[src/rtl/perceptron_pkg.sv]
// Shared types and constants for the 7-input bit-serial perceptron trainer.
// Pure definitions: no latency, no flow control.
package perceptron_pkg;
    localparam int NUM_INPUTS = 7;
    localparam int WEIGHT_W   = 8;
    localparam int ACC_W      = 11;
    localparam int SUM_W      = 12;
    localparam int IDX_W      = 3;

    localparam logic [WEIGHT_W-1:0] W_RESET  = 8'h80;
    localparam logic [IDX_W-1:0]    LAST_IDX = IDX_W'(NUM_INPUTS - 1);

    typedef enum logic [2:0] {
        IDLE,
        ACCUM,
        DECIDE,
        UPDATE,
        DONE
    } state_t;

    function automatic logic [7:0] sat_inc8(input logic [7:0] v);
        return (v == 8'hFF) ? v : v + 8'd1;
    endfunction
endpackage

[src/rtl/perceptron_trainer_sat_addsub8.sv]
// Combinational 8-bit unsigned saturating add (sub=0) or subtract (sub=1).
// Zero latency, no flow control.
module sat_addsub8
    import perceptron_pkg::*;
(
    input  logic [WEIGHT_W-1:0] a,
    input  logic [WEIGHT_W-1:0] b,
    input  logic                sub,
    output logic [WEIGHT_W-1:0] y
);
    logic [WEIGHT_W:0] sum_w;
    logic [WEIGHT_W:0] diff_w;

    always_comb begin
        sum_w  = {1'b0, a} + {1'b0, b};
        diff_w = {1'b0, a} - {1'b0, b};
        if (sub) begin
            y = diff_w[WEIGHT_W] ? '0 : diff_w[WEIGHT_W-1:0];
        end else begin
            y = sum_w[WEIGHT_W] ? '1 : sum_w[WEIGHT_W-1:0];
        end
    end
endmodule

[src/rtl/perceptron_trainer.sv]
// Online perceptron trainer: bit-serial accumulate, threshold decide, saturating weight update.
// Latency 9 cycles (no update) or 16 (update); sample_ready only in IDLE, busy offers are dropped.
module perceptron_trainer
    import perceptron_pkg::*;
#(
    parameter int THRESHOLD = 128,
    parameter int LR        = 8
) (
    input  logic                         clk,
    input  logic                         rst_n,
    input  logic                         sample_valid,
    output logic                         sample_ready,
    input  logic [NUM_INPUTS-1:0]        sample_bits,
    input  logic                         sample_label,
    input  logic                         train_en,
    input  logic                         clear_errors,
    output logic                         done,
    output logic                         prediction,
    output logic                         mispredict,
    output logic [NUM_INPUTS*WEIGHT_W-1:0] weights_flat,
    output logic [WEIGHT_W-1:0]          bias,
    output logic [7:0]                   error_count
);
    localparam logic [SUM_W-1:0]    THRESH_V = SUM_W'(THRESHOLD);
    localparam logic [WEIGHT_W-1:0] LR_V     = WEIGHT_W'(LR);

    state_t                state_q, state_d;
    logic [IDX_W-1:0]      idx_q, idx_d;
    logic [ACC_W-1:0]      acc_q, acc_d;
    logic [NUM_INPUTS-1:0] x_q, x_d;
    logic                  label_q, label_d;
    logic                  train_q, train_d;
    logic [WEIGHT_W-1:0]   w_q [NUM_INPUTS];
    logic [WEIGHT_W-1:0]   w_d [NUM_INPUTS];
    logic [WEIGHT_W-1:0]   bias_q, bias_d;
    logic [7:0]            err_q, err_d;
    logic                  pred_q, pred_d;
    logic                  mis_q, mis_d;

    logic [WEIGHT_W-1:0]   w_sel;
    logic [WEIGHT_W-1:0]   w_upd;
    logic [WEIGHT_W-1:0]   bias_upd;
    logic [SUM_W-1:0]      sum;
    logic                  decide_pred;
    logic                  decide_mis;
    logic                  err_inc;

    // Label 1 pulls weights up, label 0 pulls them down.
    sat_addsub8 u_w_sat (
        .a   (w_sel),
        .b   (LR_V),
        .sub (~label_q),
        .y   (w_upd)
    );

    sat_addsub8 u_b_sat (
        .a   (bias_q),
        .b   (LR_V),
        .sub (~label_q),
        .y   (bias_upd)
    );

    always_comb begin
        state_d = state_q;
        idx_d   = idx_q;
        acc_d   = acc_q;
        x_d     = x_q;
        label_d = label_q;
        train_d = train_q;
        w_d     = w_q;
        bias_d  = bias_q;
        err_d   = err_q;
        pred_d  = pred_q;
        mis_d   = mis_q;
        err_inc = 1'b0;

        w_sel       = w_q[idx_q];
        sum         = {1'b0, acc_q} + {{(SUM_W-WEIGHT_W){1'b0}}, bias_q};
        decide_pred = (sum >= THRESH_V);
        decide_mis  = (decide_pred != label_q);

        case (state_q)
            IDLE: begin
                if (sample_valid) begin
                    x_d     = sample_bits;
                    label_d = sample_label;
                    train_d = train_en;
                    acc_d   = '0;
                    idx_d   = '0;
                    state_d = ACCUM;
                end
            end
            ACCUM: begin
                if (x_q[idx_q]) begin
                    acc_d = acc_q + ACC_W'(w_sel);
                end
                if (idx_q == LAST_IDX) begin
                    idx_d   = '0;
                    state_d = DECIDE;
                end else begin
                    idx_d = idx_q + 1'b1;
                end
            end
            DECIDE: begin
                err_inc = decide_mis;
                if (decide_mis && train_q) begin
                    idx_d   = '0;
                    state_d = UPDATE;
                end else begin
                    pred_d  = decide_pred;
                    mis_d   = decide_mis;
                    state_d = DONE;
                end
            end
            UPDATE: begin
                if (x_q[idx_q]) begin
                    w_d[idx_q] = w_upd;
                end
                if (idx_q == '0) begin
                    bias_d = bias_upd;
                end
                if (idx_q == LAST_IDX) begin
                    // Only a mispredict reaches UPDATE, so the prediction was the inverted label.
                    pred_d  = ~label_q;
                    mis_d   = 1'b1;
                    state_d = DONE;
                end else begin
                    idx_d = idx_q + 1'b1;
                end
            end
            DONE: begin
                state_d = IDLE;
            end
            default: begin
                state_d = IDLE;
            end
        endcase

        if (clear_errors) begin
            err_d = '0;
        end else if (err_inc) begin
            err_d = sat_inc8(err_q);
        end
    end

    always_ff @(posedge clk) begin
        if (!rst_n) begin
            state_q <= IDLE;
            idx_q   <= '0;
            acc_q   <= '0;
            x_q     <= '0;
            label_q <= 1'b0;
            train_q <= 1'b0;
            for (int i = 0; i < NUM_INPUTS; i++) begin
                w_q[i] <= W_RESET;
            end
            bias_q  <= '0;
            err_q   <= '0;
            pred_q  <= 1'b0;
            mis_q   <= 1'b0;
        end else begin
            state_q <= state_d;
            idx_q   <= idx_d;
            acc_q   <= acc_d;
            x_q     <= x_d;
            label_q <= label_d;
            train_q <= train_d;
            for (int i = 0; i < NUM_INPUTS; i++) begin
                w_q[i] <= w_d[i];
            end
            bias_q  <= bias_d;
            err_q   <= err_d;
            pred_q  <= pred_d;
            mis_q   <= mis_d;
        end
    end

    always_comb begin
        weights_flat = '0;
        for (int i = 0; i < NUM_INPUTS; i++) begin
            weights_flat[i*WEIGHT_W +: WEIGHT_W] = w_q[i];
        end
    end

    assign sample_ready = (state_q == IDLE);
    assign done         = (state_q == DONE);
    assign prediction   = pred_q;
    assign mispredict   = mis_q;
    assign bias         = bias_q;
    assign error_count  = err_q;
endmodule

[config.mk]
export PLATFORM = sky130hd
export DESIGN_NAME = perceptron_trainer
export DESIGN_NICKNAME = d
export VERILOG_FILES = /design/src/rtl/perceptron_pkg.sv /design/src/rtl/perceptron_trainer_sat_addsub8.sv /design/src/rtl/perceptron_trainer.sv
export SDC_FILE = /design/constraint.sdc
export NUM_CORES = 1
export LEC_CHECK = 0
export ABC_AREA = 1
export CAP_MARGIN = 20
export CORE_ASPECT_RATIO = 0.6
export CORE_MARGIN = 4
export CORE_UTILIZATION = 45
export DETAILED_ROUTE_END_ITERATION = 8
export GPL_ROUTABILITY_DRIVEN = 0
export HOLD_SLACK_MARGIN = 0.08
export PLACE_DENSITY_LB_ADDON = 0.05
export RECOVER_POWER = 50
export SKIP_CTS_REPAIR_TIMING = 1
export SYNTH_ARGS = -nofsm -noshare
export SYNTH_HDL_FRONTEND = slang
export SYNTH_SLANG_ARGS = --single-unit
[constraint.sdc]
create_clock -name clk -period 3.1 [get_ports clk]
set_clock_uncertainty 0.15 [all_clocks]
set_input_delay 0.465 -clock clk [delete_from_list [all_inputs] [get_ports clk]]
set_output_delay 0.465 -clock clk [all_outputs]
set_load 0.01 [all_outputs]
* Word level (Yosys, flattened, before mapping) *
Cells that the tools add are included.

storage, ports and cells
  register bits after elaboration = 100
  bits of input ports = 13
  output and inout port bits = 76
  word-level logic and storage cells = 97

operators by class
  add/sub/neg operators = 8
  order comparisons = 4
  equality and inequality tests = 14
  muxes and demuxes = 34
  bitwise gates (word level) = 4
  reductions and logical operators = 16

operators by type and width
  operator             count
  $mux 8               9
  $bwmux 56            1
  $bmux 8 s3           1
  $demux 8 s3          1
  $mux 3               8
  $pmux 3 s4           2
  $mux 11              2
  $pmux 11 s2          1
  $add 8x4->9 const B  2
  $sub 8x4->9 const B  2
  $ne 2x2->1 const B   7
  $add 11x8->12        1
  $ge 12x8->1 const B  1
  $add 11x8->11        1
  $reduce_and 3->1     3
  $add 8x1->8 const B  1
  $eq 8x8->1 const B   1
  $reduce_and 2->1     4
  $eq 3x2->1 const B   2
  $eq 3x3->1 const B   2
  $logic_not 3->1      2
  $mux 1               6
  $ge 4x4->1 const B   1
  $lt 3x4->1 const B   1
  other kinds (13)     18

* Logic depth before layout (Yosys ltp) *
Gate-level depths: netlist of run 1.

  word-level depth = 8
  depth in mapped cells = 24
  depth with buffers taken out = 23

* By module *
Synthesis of run 1 repeated with hierarchy kept, for this count alone.

unflattened totals
  cells, all modules = 1084
  area, all modules = 7140.6 sq um

by module, submodules not included
  module              instances  cells each  area each (sq um)  seq. area each (sq um)
  perceptron_trainer  1          758         5328.9             2001.9
  sat_addsub8         2          163         905.9              0.0

* Worst setup path before layout of run 1 *
Ideal clock, no wire load.

  path kind = register -> register
  start point = register idx_q[0]
  end point = register acc_q[9]
  library setup time = 0.115 ns
  arrival = 2.517 ns
  data required time = 2.835 ns
  path slack = 0.318 ns
  cell stages (with the launch flop) = 21
  buffers on the path = 1
  clock period less this slack = 2.782 ns
  path through = dfxtp_1 buf_4 inv_4 nand2_2 inv_2 a22o_1 a221oi_1 nand2_1 ha_1 nand3_1 nand2_1 nand2_1 nand2_1 a21oi_1 nor2_1 o21ai_0 nand2_1 nand2_1 nand2_1 a21oi_1 nor2_1

between the ends
  cells in the longest elaborated chain, start to end = 7
  elaborated cells between the ends (all ways) = 11
  those cells by class = add/sub: 1; eq/ne: 1; mux: 7; bitwise: 1; reduce/logical: 1

RTL lines
  what                                        line                       text
  start: declaration                          perceptron_trainer.sv:28   logic [IDX_W-1:0] idx_q, idx_d;
  start signal: assignment                    perceptron_trainer.sv:163  idx_q <= idx_d;
  $not 3->4 (implied by the code)             perceptron_trainer.sv:77   w_sel = w_q[idx_q];
  $bmux 8 s3                                  perceptron_trainer.sv:77
  $mux 8 (implied by the code) (2 in series)  perceptron_trainer.sv:77
  $add 11x8->11                               perceptron_trainer.sv:95   acc_d = acc_q + ACC_W'(w_sel);
  $mux 11                                     perceptron_trainer.sv:94   if (x_q[idx_q]) begin
  $pmux 11 s2                                 perceptron_trainer.sv:82   case (state_q)
  end signal: assignment                      perceptron_trainer.sv:150  acc_q <= '0;
  end signal: assignment                      perceptron_trainer.sv:164  acc_q <= acc_d;
  end: declaration                            perceptron_trainer.sv:29   logic [ACC_W-1:0] acc_q, acc_d;

Parallel ways exist; a longest one is shown, timed or not. The select of a mux whose other input is x is not followed.
A chain may end at the register's enable or synchronous reset.

* Final worst setup path of run 1 *
  start point = register idx_q[0]
  end point = register acc_q[10]

The elaborated chain is that of the path after synthesis.

==> results of run 1 <==
[registers in the layout (all words and copies together), names as in the netlist, 3 cells and up]
register / count
acc_q: 11
bias: 6
error_count: 8
idx_q: 3
state_q: 3
weights_flat: 56
x_q: 7
[metrics by stage]
stage / utilization, % / total power [µW] / hold WS, ps / area (µm²)
2_1_floorplan: - / 2330 / 280 / 5820
3_3_place_gp: 56.5 / 2710 / 304 / 6970
3_5_place_dp: 56.5 / 2740 / 320 / 6970
4_1_cts: 58.9 / 3870 / 332 / 7270
5_1_grt: 59.4 / 4100 / 346 / 7330
6_report: 59.4 / 3900 / 326 / 7330
[layout make-up]
class,count,area (µm²)
Clock buffer,9,225
Clock inverter,7,68.8
Fill cell,1122,5010
Inverter,126,480
Multi-Input combinational cell,591,3290
Sequential cell,98,1970
Tap cell,165,206
Timing Repair Buffer,116,1090
[path summary, 6_finish.rpt]
path	to	cells after the start
setup / recovery	acc_q[10]	20
hold / removal	mispredict	2
setup reg to reg	acc_q[10]	20
hold reg to reg	mispredict	2
[critical path, cell delays in order, from the launching register on]
cell and delay (ps):
sky130_fd_sc_hd__dfxtp_4 400, sky130_fd_sc_hd__inv_4 80, sky130_fd_sc_hd__nand2_2 90, sky130_fd_sc_hd__inv_2 80
sky130_fd_sc_hd__a22o_1 230, sky130_fd_sc_hd__a221oi_2 230, sky130_fd_sc_hd__nand2_2 140, sky130_fd_sc_hd__buf_4 160
sky130_fd_sc_hd__fa_1 420, sky130_fd_sc_hd__nand2_1 120, sky130_fd_sc_hd__nor4_2 60, sky130_fd_sc_hd__o21ai_1 170
sky130_fd_sc_hd__nand2_1 70, sky130_fd_sc_hd__nand2_1 60, sky130_fd_sc_hd__nand2_1 70, sky130_fd_sc_hd__nand2_1 60
sky130_fd_sc_hd__nor2_1 50, sky130_fd_sc_hd__nand2_1 70, sky130_fd_sc_hd__nand2_1 50, sky130_fd_sc_hd__nand2_1 50
sky130_fd_sc_hd__nor2_1 40
[logic make-up (layout without fill, tap and decap cells)]
logic type,Yosys count,after routing
and+or+nand+nor,349,349
adders and majority gates,26,26
buffers and inverters,151,258
DFF,98,98
xor gates and xnor gates,10,10
AOI/OAI and AO/OA,206,206
[synth_stat cells, drive strengths merged]
master   number  share of area (%)
clkbuf       11               0.71
a21oi       106                 11
o22ai         7               0.75
nor4          1               0.11
nor3          8               0.69
buf          14                1.6
a2111oi       2               0.30
xor2          8                1.2
a31oi         8               0.86
a21boi        2               0.45
nand3        65                5.6
a41oi         1               0.15
xnor2         2               0.30
a22o          2               0.30
nor2         68                5.4
o221ai        1               0.15
clkinv        1              0.064
o211ai        1               0.21
ha           24                5.2
nand4        10                1.8
inv         125                8.2
or2           3               0.32
a221oi        2               0.30
nand3b        2               0.26
o21ai        70                6.6
a22oi         1               0.13
fa            2               0.69
dfxtp        98                 34
nand2       192                 13
o21a          2               0.26
a32o          1               0.17
[where the power goes]
part	leakage, µW	internal, µW	switching, µW
sequential	0.000795	1360	96.3
combinational	0.00243	417	897
clock	0.000146	571	564
total	0.00337	2340	1560
[metal layers]
metal | global-route usage (%) | vias to the layer above | routed length (µm)
met5 | 0 | - | 0
met4 | 5.73 | 0 | 211
met3 | 4.85 | 22 | 1300
met2 | 36.0 | 249 | 7620
met1 | 35.2 | 2742 | 9080
li1 | - | 2969 | -
[cell usage in the layout (no fill, tap or decap), drive strengths merged, types with 3 or more instances in the layout]
cell type and n:
nand2 192, inv 130, a21oi 106, dfxtp 98
dlygate4sd3 74, o21ai 70, nor2 68, nand3 65
buf 27, ha 24, clkdlybuf4s50 14, clkbuf 10
nand4 10, nor3 8, a31oi 8, xor2 8
o22ai 7, or2 3, clkinv 3
==> flow_summary.toml, run 1 <==
[drt]
dr.first_iter.drc_count = 456
drt_wl_total_um = 18200
detail-route-antenna-nets = 0
vias = 5982
drt_pre_antenna_iters = 5
detail_route.drc_violations = 0
avgRoutedWirePerCell_um = 16.4
via_per_inst = 5.38

[timing]
setup_violations = 0
remaining_max_slew_budget_at_the_tightest_pin_pct = 56.0
worstMarginPinSlew_ps = 651
final_critical_path_setup_slack_ps = 122
pins_over_slew_limit = 0
fmax_ghz = 0.336
setup_total_negative_slack_ps = 0
timing_hold_violations_final = 0
finalCritPeriodShare_pct = 96.1
post-route-min-period_ps = 2980

[synth]
muxShareOfSynthArea_pct = 0
simple_gate_area_share_of_the_yosys_netlist_pct = 27.3
netlist_instances = 840
net_count_of_the_mapped_netlist = 879
ys_ff_latch = 98
yosysSeqAreaShare_pct = 33.7
syn_area_um2 = 5820
synth_cell_type_count = 46
synth_xor_xnor_area_share_pct = 1.50
synth-compound-area-share_pct = 21.2
largest_family_of_logic_cells_by_synthesized_area = "simple AND/OR/NAND/NOR gates"
synthAdderAreaFrac_pct = 5.84
synth_warnings = 0
synth.avg_cell_area_um2 = 6.93

[grt]
grt_start_max_net_pins = 57
antenna_violations_before_repair = 0
vias_in_the_first_global_route = 5515
wire_length_of_the_first_global_routing_pass_um = 28400
grt.overflow.total = 0
grt_util_all_layers_pct = 23.9

[placement]
place_ws_ps = -41.9
place.port_buffers = 88
dp_hpwl_um = 13900
dp.cells = 1094

[critical_path]
internal_reg_to_reg_setup_slack_ps = 120
worst_r2r_startpoint = "idx_q[0]"
setup.worst_path.end_class = "flop"
crit_required_ps = 3200
worst-endpoint-arrival_ps = 3080
start_kind = "flop"
critical_path_peak_fanout = 9
critPathKind = "reg2reg"
setup.worst_path.start = "idx_q[0]"

[clock_network]
clk-insertion-delay-late_ps = 360
cts_tree = "done"
clk_transition_reported_paths_ps = 70
tritoncts.num_buffers = 9
clk_buf_depth = 2
cts_sinks = 98
cts.root.buffer_cell = "sky130_fd_sc_hd__clkbuf_16"
cts-htree-levels = 3

[floorplan]
chipHeight_um = 96.1
top_level_ports = 89
start_util_pct = 47.2
chipWidth_um = 155
die_area_um2 = 14900
num_rows = 31
design.core.area_um2 = 12300

[job]
max_cap_viol_count = 0

[power_and_ir_drop]
p_per_area_nw_per_um2 = 532
vdd_drop_max_mv = 0.348
p_leak_uw = 0.00337

[cells_and_area]
final_layout_size_suffix_gt1_share_pct = 13.4
diodes_inserted = 0
layout.nets = 981
synthToLayoutAreaGrowth_pct = 25.8
fin_cells = 1112

[hold_path]
worstHoldPathType = "reg2reg"
hp-start = "mispredict"

[run_status]
outcome = "finished, final reports clean"
(Power assumes the default switching activity.)
==> run 2, diff against run 1 <==
--- a/config.mk
+++ b/config.mk
@@ -18,4 +18,5 @@
 export SKIP_CTS_REPAIR_TIMING = 1
 export SYNTH_ARGS = -nofsm -noshare
 export SYNTH_HDL_FRONTEND = slang
+export SYNTH_HIERARCHICAL = 1
 export SYNTH_SLANG_ARGS = --single-unit
==> run 2 against run 1 <==
Against the previous run: sequential power hardly changed; worst hold slack better by 4.0 ps; global-route usage is 1.4 points higher; critical path type unchanged; largest cell class unchanged; highest routed layer unchanged.
==> flow_summary.toml, run 2 <==
[timing]
worstMarginPinSlew_ps = 882
pins_over_slew_limit = 0
post-route-min-period_ps = 3020
timing_hold_violations_final = 0
setup_violations = 0
finalCritPeriodShare_pct = 97.4
remaining_max_slew_budget_at_the_tightest_pin_pct = 40.7
fmax_ghz = 0.331
setup_total_negative_slack_ps = 0
rsz0062_at_grt = "yes"

[synth]
leading_register_cell_type_out_of_synthesis = "sky130_fd_sc_hd__dfxtp_1"
synth_warnings = 6
biggest_area_contributors_in_the_synthesized_netlist = "sky130_fd_sc_hd__dfxtp_1 28%, sky130_fd_sc_hd__nand2_1 12%, sky130_fd_sc_hd__ha_1 9.1%"
ys_ff_latch = 100
synth_top_area_cell = "sky130_fd_sc_hd__dfxtp_1"
yosysSeqAreaShare_pct = 28.0
netlist_instances = 1084
synth_top_cells_by_count = "233 x sky130_fd_sc_hd__nand2_1, 149 x sky130_fd_sc_hd__inv_1, 132 x sky130_fd_sc_hd__nor2_1"
synth_top_cell_area_share_pct = 28.0
synth.most_common_cell = "sky130_fd_sc_hd__nand2_1"
synth.avg_cell_area_um2 = 6.59
synth_cell_type_count = 50
syn_area_um2 = 7140
synth-async-reset-ratio_pct = 0
synth_enable_flop_cells = 0

[clock_network]
cts_tree = "done"
tritoncts.num_buffers = 9
cts-htree-levels = 3
clk-insertion-delay-late_ps = 360
cts_sinks = 100
cts.root.buffer_cell = "sky130_fd_sc_hd__clkbuf_16"
clk_transition_reported_paths_ps = 80
clk_buf_depth = 2

[cells_and_area]
fin_cells = 1497
largest_register_ffs = 56
synthToLayoutAreaGrowth_pct = 38.2
final_layout_size_suffix_gt1_share_pct = 19.2
mostFrequentLayoutCells = "222 x sky130_fd_sc_hd__nand2_1, 144 x sky130_fd_sc_hd__inv_1, 128 x sky130_fd_sc_hd__nor2_1"
n_fill_cell = 1410
diodes_inserted = 0
leading_cell_type_in_the_layout_fill_and_taps_excluded = "sky130_fd_sc_hd__nand2_1"
layout.nets = 1361

[critical_path]
critPathKind = "reg2reg"
setup.worst_path.end_class = "flop"
critical_path_peak_fanout = 6
endpoint = "acc_q[10]"
crit_required_ps = 3180
worst-endpoint-arrival_ps = 3100
start_kind = "flop"
internal_reg_to_reg_setup_slack_ps = 80
r2r_cells = 17
crit-reg2reg-capture = "acc_q[10]"
setup.worst_path.start = "idx_q[0]"
worst_r2r_startpoint = "idx_q[0]"

[floorplan]
chipHeight_um = 106
top_level_ports = 89
die_area_um2 = 18000
chipWidth_um = 171
num_rows = 35
start_util_pct = 46.2
design.core.area_um2 = 15500

[grt]
grt_util_all_layers_pct = 25.3
vias_in_the_first_global_route = 6743
wire_length_of_the_first_global_routing_pass_um = 36400
grt_use_met1_pct = 43.2
grt.met3_usage_pct = 7.83
grt_start_max_net_pins = 73
grt.overflow.total = 0
antenna_violations_before_repair = 0
grt-busiest-layer = "met1"
use_met2_pct = 29.8

[drt]
avgRoutedWirePerCell_um = 15.9
drt_wl_total_um = 23800
detail-route-antenna-nets = 0
detail_route.drc_violations = 0
drt_pre_antenna_iters = 6
vias = 7786
dr.first_iter.drc_count = 903
via_per_inst = 5.20

[job]
max_cap_viol_count = 0

[power_and_ir_drop]
intPower_uw = 2630
power.combinational.fraction_pct = 41.3
clock_power_share_pct = 26.0
p_sw_share_pct = 39.6
vdd_drop_max_mv = 0.332
seq_power_share_pct = 32.7
p_sw_uw = 1720
p_leak_uw = 0.00462
p_per_area_nw_per_um2 = 441

[placement]
dp_hpwl_um = 18200
place.port_buffers = 88
dp.cells = 1471

[hold_path]
worstHoldPathType = "reg2reg"
hp-start = "weights_flat[1]"

[run_status]
outcome = "finished, final reports clean"
-- run 2: cell types whose count changed after synthesis, moves of 21 or more --
cell,previous run,this run
sky130_fd_sc_hd__nand3_1,65,100
sky130_fd_sc_hd__nand2_1,179,233
sky130_fd_sc_hd__nor2_1,58,132
sky130_fd_sc_hd__ha_1,24,52
sky130_fd_sc_hd__a21oi_2,22,1
sky130_fd_sc_hd__inv_1,109,149
-- run 2: cell type report --
type / count / area, µm² / share of cell area [%]
well taps: 203 / 254 / 2.57
repair buffers: 187 / 1700 / 17.2
multi-input cells: 826 / 4980 / 50.5
clock inverters: 6 / 60.1 / 0.609
flip-flops and latches: 100 / 2010 / 20.4
inverters: 166 / 643 / 6.52
clock buffers: 9 / 225 / 2.28
-- run 2: cell families after synthesis --
kind of cell    Yosys count  synth area share, %
simple gates            519                 32.0
flops                   100                 28.0
fa+ha+maj                58                 10.8
compound gates          200                 16.0
mux                       1                0.140
xor+xnor                 12                 1.47
other cells               2                0.105
buf+inv                 192                 11.4
-- run 2: worst min path at each step --
stage / to / slack, ps / cells past startpoint
after floorplan: x_q[1] / 280 / 2
after global placement: weights_flat[30] / 320 / 2
after detailed placement: prediction / 310 / 2
after CTS: weights_flat[44] / 330 / 2
after global routing: weights_flat[41] / 360 / 2
final: weights_flat[1] / 330 / 2
-- run 2: power by group through the flow --
stage	Sequential [µW]	Combinational (µW)	Clock (µW)
global route	1430	1940	1200
CTS	1410	1490	1150
detailed placement	1440	1480	0
global placement	1440	1480	0
floorplan	1440	855	0
finish	1420	1800	1130
-- run 2: metal layers --
layer / wire (µm) / vias up
met3: 2570 / 20
met2: 8620 / 348
met4: 212 / 0
li1: - / 3910
met1: 12400 / 3508
met5: 0 / -
-- run 2: stage by stage --
stage / setup WS [ps] / instance area [µm²] / util (%) / power [µW] / hold slack (ps)
finish: 82.0 / 9870 / 63.8 / 4350 / 330
global route: -63.8 / 9870 / 63.8 / 4580 / 356
CTS: -196 / 9170 / 59.3 / 4050 / 328
detailed placement: -158 / 8880 / 57.5 / 2920 / 310
global placement: -67.3 / 8880 / 57.5 / 2920 / 318
floorplan: 43.6 / 7270 / - / 2290 / 280
-- run 2: worst max-delay path, cell delays in order (launching register included) --
cell and delay, ps:
sky130_fd_sc_hd__dfxtp_4 400, sky130_fd_sc_hd__buf_6 130, sky130_fd_sc_hd__nor3_4 40, sky130_fd_sc_hd__buf_12 130, sky130_fd_sc_hd__a221oi_2 290, sky130_fd_sc_hd__buf_4 180
sky130_fd_sc_hd__nand2_4 80, sky130_fd_sc_hd__buf_6 150, sky130_fd_sc_hd__ha_4 270, sky130_fd_sc_hd__nand2_1 90, sky130_fd_sc_hd__nor3_2 230, sky130_fd_sc_hd__buf_4 170
sky130_fd_sc_hd__nand3_1 70, sky130_fd_sc_hd__o211ai_1 110, sky130_fd_sc_hd__xor2_1 220, sky130_fd_sc_hd__nor2_1 60, sky130_fd_sc_hd__nand2_1 60, sky130_fd_sc_hd__a21oi_1 60
==> run 3, diff against run 2 <==
--- a/config.mk
+++ b/config.mk
@@ -12,7 +12,7 @@
 export CORE_UTILIZATION = 45
 export DETAILED_ROUTE_END_ITERATION = 8
 export GPL_ROUTABILITY_DRIVEN = 0
-export HOLD_SLACK_MARGIN = 0.08
+export HOLD_SLACK_MARGIN = 0.1
 export PLACE_DENSITY_LB_ADDON = 0.05
 export RECOVER_POWER = 50
 export SKIP_CTS_REPAIR_TIMING = 1
==> results of run 3 <==
The final DEF is identical to that of run 2; final timing and power are the same.
